`src/rtl/div_pkg.sv`:
```
// Shared types and widths for the streaming 4-bit divider unit.
package div_pkg;

   localparam int DIV_W = 4;
   localparam int TAG_W = 4;

   typedef struct packed {
      logic [DIV_W-1:0] a;
      logic [DIV_W-1:0] b;
      logic [TAG_W-1:0] tag;
   } div_req_t;

   typedef struct packed {
      logic [DIV_W-1:0] q;
      logic [DIV_W-1:0] r;
      logic [TAG_W-1:0] tag;
      logic             err;
   } div_rsp_t;

   typedef enum logic {
      ST_EMPTY = 1'b0,
      ST_FULL  = 1'b1
   } out_state_t;

endpackage

```
`src/rtl/div_array.sv`:
```
// Combinational unsigned restoring array divider; b == 0 yields q = all ones, r = a.
module div_array
   import div_pkg::*;
(
   input  logic [DIV_W-1:0] a,
   input  logic [DIV_W-1:0] b,
   output logic [DIV_W-1:0] q,
   output logic [DIV_W-1:0] r
);

   logic [DIV_W:0] rem;

   always_comb begin
      // NOTE: blocking assignments here are intentional; each loop stage feeds the next row.
      rem = '0;
      q   = '0;
      for (int i = DIV_W - 1; i >= 0; i--) begin
         rem = {rem[DIV_W-1:0], a[i]};
         if (rem >= {1'b0, b}) begin
            rem  = rem - {1'b0, b};
            q[i] = 1'b1;
         end
      end
      r = rem[DIV_W-1:0];
   end

endmodule

```
`src/rtl/div_req_fifo.sv`:
```
// Small circular operand queue holding {a, b, tag}; head is read combinationally.
module div_req_fifo
   import div_pkg::*;
#(
   parameter int DEPTH = 2
) (
   input  logic                         clk,
   input  logic                         rst_n,
   input  logic                         push,
   input  div_req_t                     push_data,
   input  logic                         pop,
   output div_req_t                     head,
   output logic [$clog2(DEPTH+1)-1:0]   count
);

   localparam int PW = $clog2(DEPTH);
   localparam int CW = $clog2(DEPTH + 1);

   div_req_t        mem [DEPTH];
   logic [PW-1:0]   wr_ptr;
   logic [PW-1:0]   rd_ptr;

   // NOTE: storage is deliberately not reset; pointers and count make stale entries unreachable.
   always_ff @(posedge clk) begin
      if (push) mem[wr_ptr] <= push_data;
   end

   always_ff @(posedge clk or negedge rst_n) begin
      if (!rst_n) begin
         wr_ptr <= '0;
         rd_ptr <= '0;
         count  <= '0;
      end else begin
         if (push) wr_ptr <= (wr_ptr == PW'(DEPTH - 1)) ? '0 : wr_ptr + PW'(1);
         if (pop)  rd_ptr <= (rd_ptr == PW'(DEPTH - 1)) ? '0 : rd_ptr + PW'(1);
         case ({push, pop})
            2'b10:   count <= count + CW'(1);
            2'b01:   count <= count - CW'(1);
            default: count <= count;
         endcase
      end
   end

   assign head = mem[rd_ptr];

endmodule

```
`src/rtl/div_stream_unit.sv`:
```
// Valid/ready streaming wrapper: operand queue -> array divider -> registered result.
// Optional macro DIV_ZERO_CHECK_EN replaces divide-by-zero results with q=0, r=0, err=1.
module div_stream_unit
   import div_pkg::*;
#(
   parameter int QDEPTH = 2
) (
   input  logic             clk,
   input  logic             rst_n,
   input  logic             in_valid,
   output logic             in_ready,
   input  logic [DIV_W-1:0] in_a,
   input  logic [DIV_W-1:0] in_b,
   output logic             out_valid,
   input  logic             out_ready,
   output logic [DIV_W-1:0] out_q,
   output logic [DIV_W-1:0] out_r,
   output logic [TAG_W-1:0] out_tag,
   output logic             out_err
);

   localparam int CW = $clog2(QDEPTH + 1);

   logic [CW-1:0]    count;
   logic             push;
   logic             load;
   logic [TAG_W-1:0] tag_cnt;
   div_req_t         push_data;
   div_req_t         head;
   logic [DIV_W-1:0] div_q;
   logic [DIV_W-1:0] div_r;
   div_rsp_t         rsp_next;
   div_rsp_t         rsp;
   out_state_t       state;

   // in_ready looks only at the registered count, never at a same-cycle pop.
   assign in_ready  = (count < CW'(QDEPTH));
   assign push      = in_valid && in_ready;
   assign push_data = '{a: in_a, b: in_b, tag: tag_cnt};
   assign load      = (count != '0) && ((state == ST_EMPTY) || out_ready);

   div_req_fifo #(
      .DEPTH     (QDEPTH)
   ) u_fifo (
      .clk       (clk),
      .rst_n     (rst_n),
      .push      (push),
      .push_data (push_data),
      .pop       (load),
      .head      (head),
      .count     (count)
   );

   div_array u_div (
      .a (head.a),
      .b (head.b),
      .q (div_q),
      .r (div_r)
   );

   always_comb begin
      // NOTE: full default first so no branch can leave rsp_next unassigned (no latch).
      rsp_next = '{q: div_q, r: div_r, tag: head.tag, err: 1'b0};
`ifdef DIV_ZERO_CHECK_EN
      if (head.b == '0) begin
         rsp_next.q   = '0;
         rsp_next.r   = '0;
         rsp_next.err = 1'b1;
      end
`endif
   end

   always_ff @(posedge clk or negedge rst_n) begin
      if (!rst_n) tag_cnt <= '0;
      else if (push) tag_cnt <= tag_cnt + TAG_W'(1);
   end

   always_ff @(posedge clk or negedge rst_n) begin
      if (!rst_n) begin
         state <= ST_EMPTY;
         rsp   <= '0;
      end else if (load) begin
         state <= ST_FULL;
         rsp   <= rsp_next;
      end else if (state == ST_FULL && out_ready) begin
         state <= ST_EMPTY;
      end
   end

   assign out_valid = (state == ST_FULL);
   assign out_q     = rsp.q;
   assign out_r     = rsp.r;
   assign out_tag   = rsp.tag;
   assign out_err   = rsp.err;

endmodule

```
`config.mk`:
```
export PLATFORM = sky130hd
export DESIGN_NAME = div_stream_unit
export DESIGN_NICKNAME = d
export VERILOG_FILES = /design/src/rtl/div_pkg.sv /design/src/rtl/div_array.sv /design/src/rtl/div_req_fifo.sv /design/src/rtl/div_stream_unit.sv
export SDC_FILE = /design/constraint.sdc
export NUM_CORES = 1
export LEC_CHECK = 0
export BUFFER_PORTS_ARGS = -buffer_cell sky130_fd_sc_hd__buf_2
export CORE_AREA = 10 10 91 93
export DETAILED_ROUTE_END_ITERATION = 8
export DIE_AREA = 0 0 101 103
export PLACE_DENSITY = 0.55
export RECOVER_POWER = 100
export SYNTH_ARGS = -nofsm -noshare
export SYNTH_HDL_FRONTEND = slang
export SYNTH_SLANG_ARGS = --single-unit
export TNS_END_PERCENT = 1
```
`constraint.sdc`:
```
create_clock -name clk -period 6.84 [get_ports clk]
set_input_delay 0.342 -clock clk [delete_from_list [all_inputs] [get_ports clk]]
set_output_delay 0.342 -clock clk [all_outputs]
set_load 0.01 [all_outputs]
```
---- Yosys cells after proc, flatten, opt, wreduce, memory -nomap -nowiden ----
Memories as Yosys holds them, arrays and structs flattened.
Cells that the tools add are included.
word-level totals
  register bits ........................... 21
  memory bits (writable) .................. 24
  input bits .............................. 12
  output and inout bits ................... 15
  logic and storage cells ................. 48
  memories kept ........................... 1
cells by class
  add/sub/neg operators ................... 9
  $lt $le $gt $ge ......................... 5
  equal/unequal tests ..................... 2
  muxes and demuxes ....................... 15
  bitwise logic cells ..................... 1
  reductions and logical operators ........ 7
memories
  memory      depth  bits a word  rd ports  clocked after memory_dff  wr ports  line                source
  u_fifo.mem  2      12           1         0                         1         div_req_fifo.sv:19  div_req_t mem [DEPTH];
operators by type and width
  cell                                                  number
  two-way mux 4 bit                                     4
  greater-or-equal comparator 5 x 4 -> 1 bit            3
  subtractor 4 bit                                      3
  two-way mux 1 bit                                     10
  nonzero test 2 bit                                    3
  adder 4 x 1 -> 4 bit (second input constant)          1
  greater-or-equal comparator 1 x 4 -> 1 bit            1
  case mux 2 bit (2 select lines)                       1
  subtractor 1 x 4 -> 4 bit                             1
  logical AND 1 bit                                     3
  adder 1 bit (second input constant)                   2
  adder 2 x 1 -> 2 bit (second input constant)          1
  equality test 2 x 1 -> 1 bit (second input constant)  1
  equality test 2 bit (second input constant)           1
  less-than comparator 2 bit (second input constant)    1
  subtractor 2 x 1 -> 2 bit (second input constant)     1
  logical OR 1 bit                                      1
  NOT 1 bit                                             1

---- Depth between registers and ports, before layout ----
Gate-level depths: netlist of the first run.
An unclocked memory read counts as a cell.
  depth in word-level cells ............... 9
  depth in mapped cells ................... 26
  mapped depth without buffers ............ 25

---- Modules after synthesis ----
A second synthesis of the first run with hierarchy kept.
unflattened totals
  cell total of the unflattened synthesis .. 191
  area, all modules ....................... 2,590.0 um2
by module, submodules not included
  module           times used  cells each  area an instance (um2)  seq. area each (um2)
  div_req_fifo     1           51          1,074.8                 820.8
  div_array        1           93          780.7                   0.0
  div_stream_unit  1           47          734.5                   425.4

---- Worst setup path before layout of the first run ----
No wires, ideal clock.
  path type ............................... reg2reg
  start point ............................. register u_fifo.rd_ptr
  end point ............................... register rsp, in the netlist out_r[0]
  library setup time ...................... 0.126 ns
  arrival ................................. 5.438 ns
  required time ........................... 6.714 ns
  setup slack ............................. 1.275 ns
  cell stages (with the launch flop) ...... 26
  path buffers ............................ 2
  clock period less this slack ............ 5.565 ns
  cell sequence ........................... dfrtp_1 buf_6 buf_6 mux2_2 ha_1 nand2_1 a211oi_1 ha_1 inv_1 o41ai_1 nand2_1 o211a_1 mux2i_1 ha_1 a21o_1 a21o_1 a21oi_1 a21boi_4 mux2i_1 ha_1 o21ai_0 nand2b_1 a21o_1 a21oi_1 o211ai_4 a221o_1
on the way
  longest elaborated chain between the ends .. 9
  elaborated cells between the ends (all ways) .. 13
  those cells by class .................... add/sub: 4; order compare: 4; mux: 4; memory: 1
RTL lines
  item                                                                                     line                              source
  start, declared                                                                          div_req_fifo.sv:21                logic [PW-1:0] rd_ptr;
  start signal, assigned                                                                   div_req_fifo.sv:35                if (pop) rd_ptr <= (rd_ptr == PW'(DEPTH - 1)) ? '0 : rd_ptr + PW'(1);
  memory read (2 x 12 bit) (*)                                                             --
  subtractor 1 x 4 -> 4 bit or greater-or-equal comparator 1 x 4 -> 1 bit (tied branches)  div_array.sv:20, div_array.sv:19
  two-way mux 4 bit                                                                        div_array.sv:19                   if (rem >= {1'b0, b}) begin
  subtractor 4 bit or greater-or-equal comparator 5 x 4 -> 1 bit (tied branches)           div_array.sv:20, div_array.sv:19
  two-way mux 4 bit                                                                        div_array.sv:19
  subtractor 4 bit or greater-or-equal comparator 5 x 4 -> 1 bit (tied branches)           div_array.sv:20, div_array.sv:19
  two-way mux 4 bit                                                                        div_array.sv:19
  greater-or-equal comparator 5 x 4 -> 1 bit                                               div_array.sv:19
  two-way mux 4 bit (*)                                                                    div_array.sv:19
  end signal, assigned                                                                     div_stream_unit.sv:84             rsp <= rsp_next;
  end, declared                                                                            div_stream_unit.sv:33             div_rsp_t rsp;
Every way passes the cells marked *; elsewhere a longest branch is shown, timed or not.
A chain may end at the register's enable or synchronous reset.

---- Worst setup path in the final report of the first run ----
  start point ............................. register u_fifo.rd_ptr
  end point ............................... register rsp, in the netlist out_r[1]
on the way
  longest elaborated chain between the ends .. 9
  elaborated cells between the ends (all ways) .. 13
  those cells by class .................... add/sub: 4; order compare: 4; mux: 4; memory: 1
RTL lines
  item                                                                                     line
  memory read (2 x 12 bit) (*)                                                             --
  subtractor 1 x 4 -> 4 bit or greater-or-equal comparator 1 x 4 -> 1 bit (tied branches)  div_array.sv:20, div_array.sv:19
  two-way mux 4 bit                                                                        div_array.sv:19
  subtractor 4 bit or greater-or-equal comparator 5 x 4 -> 1 bit (tied branches)           div_array.sv:20, div_array.sv:19
  two-way mux 4 bit                                                                        div_array.sv:19
  greater-or-equal comparator 5 x 4 -> 1 bit or subtractor 4 bit (tied branches)           div_array.sv:19, div_array.sv:20
  two-way mux 4 bit                                                                        div_array.sv:19
  subtractor 4 bit or greater-or-equal comparator 5 x 4 -> 1 bit (tied branches)           div_array.sv:20, div_array.sv:19
  two-way mux 4 bit (*)                                                                    div_array.sv:19
Marks and branches as above.

==> impl_metrics.py, run 1 <==
metrics = {
    "setup_path": {
        "crit_path_start": "u_fifo.rd_ptr$_DFFE_PN0P_",
        "crit_family": "compound AO/OA/AOI/OAI gates",
        "startpoint_type": "flip-flop",
        "reg2reg_from": "u_fifo.rd_ptr$_DFFE_PN0P_",
        "cp_max_fo": 7,
        "path_class": "flip-flop to flip-flop",
        "critPathBufInv": 1,
        "crit_required_ps": 6980,
        "end_kind": "flip-flop",
        "r2r_slack_ps": 780,
        "crit_arrival_ps": 6200,
        "critPathMaxStageDelay_ps": 450,
        "crit_path_end": "out_r[1]$_DFFE_PN0P_",
        "rr_worst_depth": 24,
        "cpMaxStageDelayCell": "dfrtp_1",
        "crit_path_cell_trace": "mux2_1, ha_1, nand2_1, a211oi_1, ha_1, inv_1, o41ai_1, nand2_1, o211a_1, mux2i_1, ha_1, a21o_1, a21o_1, a21oi_1, a21boi_4, mux2i_1, ha_1, o21ai_0, nand2b_1, a21o_1, a21oi_1, o211ai_1, mux2i_1, o21ai_0",
        "r2r-end": "out_r[1]$_DFFE_PN0P_",
        "path_depth": 24,
        "cp_common_cell": "ha_1",
    },
    "detailed_routing": {
        "routed_via_density": 5.040,
        "drt_wl_total_um": 4807,
        "route.detailed.drc": 0,
        "via_count": 1623,
        "routedWlPerCell_um": 14.93,
        "ant_nets": 0,
        "firstDrtPassIters": 4,
        "dr.first_iter.drc_count": 34,
    },
    "floorplanning": {
        "core_um2": 6569,
        "die_width_um": 101,
        "ioPinCount": 27,
        "die_area_um2": 10400,
        "rows": 30,
        "fp.dieH_um": 103,
        "initial_core_util_pct": 38.32,
    },
    "cells_and_area": {
        "drive_gt1_share_pct": 11.16,
        "n_antenna_cell": 0,
        "stdcell_count": 322,
        "design_area_um2": 2761,
        "nets": 270,
        "fillCellCount": 658,
        "syn_to_final_growth_pct": 9.692,
    },
    "global_routing": {
        "antenna_found_initial": 0,
        "grtUsageMet1_pct": 11.95,
        "grt_pass1_wl_um": 8169,
        "grt_max_degree": 26,
        "grt.busiest_layer": "met2",
        "grt_pass1_vias": 1710,
        "grt_use_met2_pct": 16.90,
        "overflow": 0,
        "grtUsageTotal_pct": 9.870,
        "globalRouteMet3Util_pct": 2.346,
    },
    "cts": {
        "cts.sinks": 45,
        "cts_tree": "yes",
        "ctsResizeCount": 0,
        "post-cts-setup-buffers": 0,
        "cts_buffers": 5,
        "cts_root_buf": "clkbuf_8",
        "htree_levels": 2,
        "cts_hold_buf": 0,
        "clk_path_buf_depth": 2,
        "clk_pin_slew_ps": 80,
        "clk_latency_ps": 300,
    },
    "logic_synthesis": {
        "yosysTopAreaCell": "edfxtp_1",
        "synth_cells": 212,
        "yosysTopAreaCellShare_pct": 28.63,
        "netlist_top_cells_area": "edfxtp_1, dfrtp_1, ha_1, mux2i_1, xnor2_1",
        "synthFlopType": "edfxtp_1",
        "yosysWarnings": 0,
        "synth-seq-cells": 45,
        "synth_edf_count": 24,
        "synth_seq_area_share_pct": 49.50,
        "avgSynthCellArea_um2": 11.87,
        "async_reset_ff_share_pct": 46.67,
        "mappedNetlistNets": 241,
        "synth.distinct_cells": 55,
        "syn-cell-area_um2": 2517,
    },
    "flow_run": {
        "maxCapViolations": 0,
    },
    "sta": {
        "tightest_slew_ps": 1224,
        "worst_slack_ps": 776.3,
        "relSlewSlack_pct": 18.41,
        "fin_crit_ps": 6064,
        "tns_ps": 0,
        "drv_slew": 0,
        "finalHoldViolations": 0,
        "final.setup_skew_ps": 7.328,
        "setup_viol": 0,
        "timing.fmax_ghz": 0.1649,
        "period_share_pct": 88.65,
        "rsz0062_at_grt": "false",
    },
    "place": {
        "dpl.hpwl_um": 3707,
        "place_congestion": 0.8667,
        "dp_cells": 314,
        "place.port_buffers": 25,
        "place_area_um2": 2724,
        "pre_cts_slack_ps": 919.6,
    },
    "run_status": {
        "status": "complete, no violations",
    },
    "worst_hold_path": {
        "hold_path.class": "input port to flip-flop",
    },
}
## routing by layer
metal | wire, µm | vias to the layer above | share of wire, %
met5 | 0 | - | 0
met4 | 36 | 0 | 0.75
met3 | 137 | 5 | 2.9
met2 | 2346 | 22 | 49
met1 | 2287 | 767 | 48
li1 | - | 829 | -
## per-stage QoR
| step | utilization (%) | hold slack, ps |
|---|---|---|
| 6_report | 42.04 | 234.3 |
| 5_1_grt | 42.04 | 222.8 |
| 4_1_cts | 42.78 | 16.86 |
| 3_5_place_dp | 41.47 | 348.6 |
| 3_3_place_gp | 41.47 | 346.8 |
| 2_1_floorplan | - | 46.41 |
## worst min-delay path by stage
stage | startpoint | end | slack [ps] | cells after the start
final | in_b[3] | u_fifo.mem[0][7]$_DFFE_PP_ | 230 | 1
after global routing | in_b[3] | u_fifo.mem[0][7]$_DFFE_PP_ | 220 | 1
after CTS | rst_n | u_fifo.count[1]$_DFFE_PN0P_ | 20 | 1
after detailed placement | rst_n | u_fifo.count[1]$_DFFE_PN0P_ | 350 | 1
after global placement | rst_n | u_fifo.count[1]$_DFFE_PN0P_ | 350 | 1
after floorplan | rst_n | out_q[0]$_DFFE_PN0P_ | 50 | 0
## final cells by class
cell class / instances / area [µm²] / area share, %
Clock buffer: 5 / 68.82 / 2.492
Clock inverter: 3 / 17.52 / 0.6343
Inverter: 15 / 56.30 / 2.039
Multi-Input combinational cell: 146 / 1156 / 41.87
Sequential cell: 45 / 1246 / 45.13
Tap cell: 80 / 100.1 / 3.625
Timing Repair Buffer: 28 / 116.4 / 4.214
## cell usage in the layout, fill, tap and decap left out, types with 6 or more instances in the layout
cell type	count
nand2b_1	6
ha_1	15
o21ai_0	13
inv_1	15
nor2_1	8
clkbuf_1	23
mux2i_1	14
xnor2_1	8
nand2_1	17
dfrtp_1	21
edfxtp_1	24
## synthesized netlist by cell type (all sizes together) (3+ instances only)
cell / number
xor2: 4
nor2: 8
o21ai: 13
nand2: 17
mux2i: 14
a21o: 5
xnor2: 8
a211oi: 5
buf: 3
ha: 15
nand2b: 6
a21oi: 5
edfxtp: 24
nor3: 4
dfrtp: 21
nand3: 3
mux2: 5
clkbuf: 3
inv: 15
## state kept, by name (all words and copies together) (netlist names)
register       cells
out_r              4
out_tag            4
out_valid          1
u_fifo.mem        24
u_fifo.wr_ptr      1
out_q              4
tag_cnt            4
u_fifo.rd_ptr      1
u_fifo.count       2
## cells by family (layout without fill, tap and decap cells)
logic type	Yosys count	after routing	synth area share, %
AO/OA/AOI/OAI	47	47	14.46
XOR/XNOR	12	12	4.175
adder cells (fa/ha/maj)	17	17	9.046
buffers and inverters	21	51	3.877
flip-flops	45	45	49.50
multiplexers	19	19	7.803
other	1	1	0.1490
AND/OR/NAND/NOR	50	50	10.98
Power of run 1 is not shown: default switching activity piles up to over one toggle a cycle in this logic, so the estimate is an artifact.
==> run 2, diff against run 1 <==
--- a/config.mk
+++ b/config.mk
@@ -7,6 +7,7 @@
 export LEC_CHECK = 0
 export BUFFER_PORTS_ARGS = -buffer_cell sky130_fd_sc_hd__buf_2
 export CORE_AREA = 10 10 91 93
+export CTS_BUF_LIST = sky130_fd_sc_hd__clkbuf_8
 export DETAILED_ROUTE_END_ITERATION = 8
 export DIE_AREA = 0 0 101 103
 export PLACE_DENSITY = 0.55
==> constraint.sdc (replaced) <==
create_clock -name clk -period 7.85 [get_ports clk]
set_input_delay 0.3925 -clock clk [delete_from_list [all_inputs] [get_ports clk]]
set_output_delay 0.3925 -clock clk [all_outputs]
set_load 0.01 [all_outputs]
==> run 2 against run 1 <==
  * Flip-flop and latch count unchanged
  * First-iteration DRC count up 130%
  * Via count up 0.62%
  * Cell count down 0.62%
  * Final area up 0.77%
  * Non-clock buffer count down 2
  * Clock-buffer cell count unchanged
  * Critical endpoint is now out_r[0]$_DFFE_PN0P_
  * Hold slack better by 51 ps
  * Wire length up 1.5%
  * Global-route usage down 0.16 points
  * Sequential share of layout area down 0.34 points
==> impl_metrics.py, run 2 (synthesis gave the netlist of run 1 again) <==
metrics = {
    "run_status": {
        "status": "complete, no violations",
    },
    "detailed_routing": {
        "route.detailed.drc": 0,
        "routed_via_density": 5.103,
        "dr.first_iter.drc_count": 78,
        "routedWlPerCell_um": 15.24,
        "ant_nets": 0,
        "via_count": 1633,
        "firstDrtPassIters": 4,
        "drt_wl_total_um": 4878,
    },
    "place": {
        "dp_cells": 312,
        "place.port_buffers": 25,
        "place_congestion": 0.8406,
        "dpl.hpwl_um": 3698,
    },
    "global_routing": {
        "grt_pass1_wl_um": 8010,
        "antenna_found_initial": 0,
        "grtUsageTotal_pct": 9.713,
        "grt_max_degree": 26,
        "overflow": 0,
        "grt_pass1_vias": 1692,
    },
    "sta": {
        "relSlewSlack_pct": 17.07,
        "finalHoldViolations": 0,
        "final.setup_skew_ps": 8.296,
        "period_share_pct": 82.18,
        "setup_viol": 0,
        "fin_crit_ps": 6451,
        "tightest_slew_ps": 1244,
        "tns_ps": 0,
        "drv_slew": 0,
        "whs_ps": 285.6,
        "timing.fmax_ghz": 0.1550,
        "rsz0062_at_grt": "false",
    },
    "setup_path": {
        "end_kind": "flip-flop",
        "crit_arrival_ps": 6640,
        "crit_required_ps": 8040,
        "path_class": "flip-flop to flip-flop",
        "crit_path_cell_trace": "mux2_1, ha_1, nand2_1, a211oi_1, ha_1, inv_1, o41ai_1, nand2_1, o211a_1, mux2i_1, ha_1, a21o_1, a21o_1, a21oi_1, a21boi_4, mux2i_1, ha_1, o21ai_0, nand2b_1, a21o_1, a21oi_1, o211ai_1, a221o_1",
        "startpoint_type": "flip-flop",
        "cp_common_cell": "ha_1",
        "cpMaxStageDelayCell": "dfrtp_1",
        "critPathMaxStageDelay_ps": 850,
        "critPathBufInv": 1,
        "crit_family": "compound AO/OA/AOI/OAI gates",
        "cp_max_fo": 19,
    },
    "cts": {
        "htree_levels": 2,
        "cts_hold_buf": 0,
        "clk_path_buf_depth": 2,
        "cts_root_buf": "clkbuf_8",
        "ctsResizeCount": 0,
        "post-cts-setup-buffers": 0,
        "cts.sinks": 45,
        "cts_tree": "yes",
        "clk_pin_slew_ps": 100,
        "clk_latency_ps": 300,
        "cts_buffers": 5,
    },
    "cells_and_area": {
        "stdcell_count": 320,
        "regMostFlops": "u_fifo.mem",
        "syn_to_final_growth_pct": 10.54,
        "final_cell_mix": "edfxtp_1, dfrtp_1, clkbuf_1",
        "n_antenna_cell": 0,
        "final_common_cell": "edfxtp_1",
        "nets": 268,
        "largest_reg_flops": 24,
        "drive_gt1_share_pct": 12.08,
    },
    "floorplanning": {
        "die_area_um2": 10400,
        "rows": 30,
        "core_um2": 6569,
        "initial_core_util_pct": 38.32,
        "die_width_um": 101,
        "ioPinCount": 27,
        "fp.dieH_um": 103,
    },
    "worst_hold_path": {
        "hold_path.class": "input port to flip-flop",
    },
    "flow_run": {
        "maxCapViolations": 0,
    },
}
## run 2: changes by cell type in the layout (fill, tap and decap cells not counted)
| cell | change |
|---|---|
| o21ai_0 | -1 |
| clkinvlp_4 | -1 |
| buf_2 | +2 |
| bufinv_16 | +1 |
| buf_4 | -1 |
| inv_6 | +1 |
| clkbuf_1 | -3 |
| o21ai_2 | +1 |
| clkinv_2 | -1 |
## run 2: path summary, 6_finish.rpt
check                                          start                           to  slack [ps]  depth (start not counted)
setup / recovery           u_fifo.rd_ptr$_DFFE_PN0P_         out_r[0]$_DFFE_PN0P_        1400                         23
hold / removal                               in_b[3]   u_fifo.mem[1][7]$_DFFE_PP_         290                          1
setup reg to reg           u_fifo.rd_ptr$_DFFE_PN0P_         out_r[0]$_DFFE_PN0P_        1400                         23
hold reg to reg                 out_q[2]$_DFFE_PN0P_         out_q[2]$_DFFE_PN0P_         480                          2
max in group asynchronous                      rst_n         out_q[3]$_DFFE_PN0P_        6780                          1
min in group asynchronous                      rst_n  u_fifo.count[1]$_DFFE_PN0P_         330                          1
## run 2: metal layers
metal  vias up  global-route usage [%]  share of wire [%]
li1        827                       -                  -
met1       783                   12.02                 47
met2        21                   16.41                 49
met3         2                   2.614                3.3
met4         0                   2.358               0.27
met5         -                       0                  0
## run 2: layout make-up
| cell class | count | area (µm²) |
|---|---|---|
| multi-input cells | 146 | 1160 |
| repair buffers | 26 | 107.6 |
| clock inverters | 3 | 43.79 |
| fillers | 645 | 3786 |
| inverters | 15 | 56.30 |
| clock buffers | 5 | 68.82 |
| well taps | 80 | 100.1 |
| flip-flops and latches | 45 | 1246 |
## run 2: stage by stage
step	utilization (%)	cell area, µm²	setup WS (ps)
floorplan	-	2517	2285
global placement	41.24	2709	1652
detailed placement	41.24	2709	1467
CTS	42.95	2821	1449
global route	42.36	2783	872.5
finish	42.36	2783	1399
Power of run 2 is left out for the same reason.
==> run 3, diff against run 2 <==
==> constraint.sdc (replaced) <==
create_clock -name clk -period 6.7 [get_ports clk]
set_input_delay 0.335 -clock clk [delete_from_list [all_inputs] [get_ports clk]]
set_output_delay 0.335 -clock clk [all_outputs]
set_load 0.01 [all_outputs]
==> run 3 against run 2 <==
  * Largest cell class unchanged
  * Wire length shrank 1.4%
  * Clock skew barely moved
  * Global-route usage rose by 0.39 points
  * Flip-flop and latch count did not move
  * Hold slack got worse by 60 ps
  * Critical path type unchanged
  * Critical path depth unchanged
  * Critical endpoint unchanged
  * Register-to-register slack worse by 790 ps
  * Utilization grew 0.46 points
  * Clock-buffer cell count up 1
  * Final area up 1.1%
==> impl_metrics.py, run 3 (synthesis gave the netlist of run 1 again) <==
metrics = {
    "floorplanning": {
        "initial_core_util_pct": 38.32,
        "fp.dieH_um": 103,
        "die_width_um": 101,
        "ioPinCount": 27,
        "rows": 30,
        "die_area_um2": 10400,
        "core_um2": 6569,
    },
    "global_routing": {
        "grtUsageTotal_pct": 10.11,
        "grt_pass1_vias": 1741,
        "grt_max_degree": 26,
        "overflow": 0,
        "antenna_found_initial": 0,
        "grt_pass1_wl_um": 8431,
    },
    "place": {
        "place_congestion": 0.8339,
        "place.port_buffers": 25,
        "dpl.hpwl_um": 3660,
    },
    "setup_path": {
        "path_class": "flip-flop to flip-flop",
        "startpoint_type": "flip-flop",
        "cp_common_cell": "ha_1",
        "crit_family": "compound AO/OA/AOI/OAI gates",
        "end_kind": "flip-flop",
        "cp_max_fo": 12,
        "critPathBufInv": 1,
        "cpMaxStageDelayCell": "dfrtp_1",
        "crit_path_cell_trace": "mux2_1, ha_1, nand2_1, a211oi_1, ha_1, inv_1, o41ai_1, nand2_1, o211a_1, mux2i_1, ha_1, a21o_1, a21o_1, a21oi_1, a21boi_4, mux2i_1, ha_1, o21ai_0, nand2b_1, a21o_1, a21oi_1, o211ai_4, a221o_1",
        "crit_required_ps": 6880,
        "critPathMaxStageDelay_ps": 570,
        "crit_arrival_ps": 6270,
    },
    "detailed_routing": {
        "firstDrtPassIters": 4,
        "ant_nets": 0,
        "routedWlPerCell_um": 14.94,
        "dr.first_iter.drc_count": 54,
        "routed_via_density": 5.102,
        "drt_wl_total_um": 4811,
        "via_count": 1643,
        "route.detailed.drc": 0,
    },
    "cells_and_area": {
        "largest_reg_flops": 24,
        "syn_to_final_growth_pct": 11.73,
        "final-seq-area_um2": 1246,
        "n_antenna_cell": 0,
        "drive_gt1_share_pct": 11.98,
        "final_cell_mix": "edfxtp_1, clkbuf_1, dfrtp_1",
        "fillCellCount": 618,
        "nets": 270,
        "multiInputGateArea_um2": 1174,
        "regMostFlops": "u_fifo.mem",
        "final_common_cell": "edfxtp_1",
    },
    "sta": {
        "setup_viol": 0,
        "tns_ps": 0,
        "fin_crit_ps": 6088,
        "final.setup_skew_ps": 8.123,
        "relSlewSlack_pct": 18.25,
        "period_share_pct": 90.86,
        "drv_slew": 0,
        "rsz0062_at_grt": "false",
        "timing.fmax_ghz": 0.1643,
        "tightest_slew_ps": 1226,
        "finalHoldViolations": 0,
    },
    "cts": {
        "ctsResizeCount": 0,
        "clk_pin_slew_ps": 90,
        "post-cts-setup-buffers": 0,
        "cts_hold_buf": 0,
        "cts.sinks": 45,
        "cts_buffers": 5,
        "clk_latency_ps": 300,
        "cts_tree": "yes",
        "cts_root_buf": "clkbuf_8",
        "clk_path_buf_depth": 2,
        "htree_levels": 2,
    },
    "run_status": {
        "status": "complete, no violations",
    },
    "flow_run": {
        "maxCapViolations": 0,
    },
    "worst_hold_path": {
        "hold_path.class": "input port to flip-flop",
    },
}
## run 3: metal layers
metal / global-route usage, % / part of all wire, % / up-vias
li1: - / - / 833
met1: 12.91 / 46 / 767
met2: 16.61 / 49 / 37
met3: 2.413 / 3.6 / 6
met4: 2.894 / 0.85 / 0
met5: 0 / 0 / -
## run 3: worst paths after layout
kind | from | end | slack (ps) | cells past startpoint
worst min-delay path | in_a[0] | u_fifo.mem[0][8]$_DFFE_PP_ | 230 | 1
max in group asynchronous | rst_n | u_fifo.rd_ptr$_DFFE_PN0P_ | 5700 | 1
worst min register to register | out_q[2]$_DFFE_PN0P_ | out_q[2]$_DFFE_PN0P_ | 480 | 2
min in group asynchronous | rst_n | u_fifo.count[1]$_DFFE_PN0P_ | 270 | 1
worst max register to register | u_fifo.rd_ptr$_DFFE_PN0P_ | out_r[0]$_DFFE_PN0P_ | 610 | 23
worst max-delay path | u_fifo.rd_ptr$_DFFE_PN0P_ | out_r[0]$_DFFE_PN0P_ | 610 | 23
## run 3: metrics by stage
step	util, %	hold WS, ps	instance area [µm²]	setup slack [ps]	cells
floorplan	-	39.41	2517	1135	212
global placement	41.47	334.6	2724	817.8	314
detailed placement	41.47	343.4	2724	629.5	314
CTS	43.30	12.98	2844	605.6	322
global route	42.82	212.9	2813	40.74	322
finish	42.82	225.8	2813	612.1	322
## run 3: final cells by class
class	count	area share, %
sequential	45	44.31
multi-input combinational	146	41.73
timing repair buffer	28	4.137
tap	80	3.559
clock buffer	6	2.936
inverter	15	2.002
clock inverter	2	1.335
Power of run 3 is left out for the same reason.
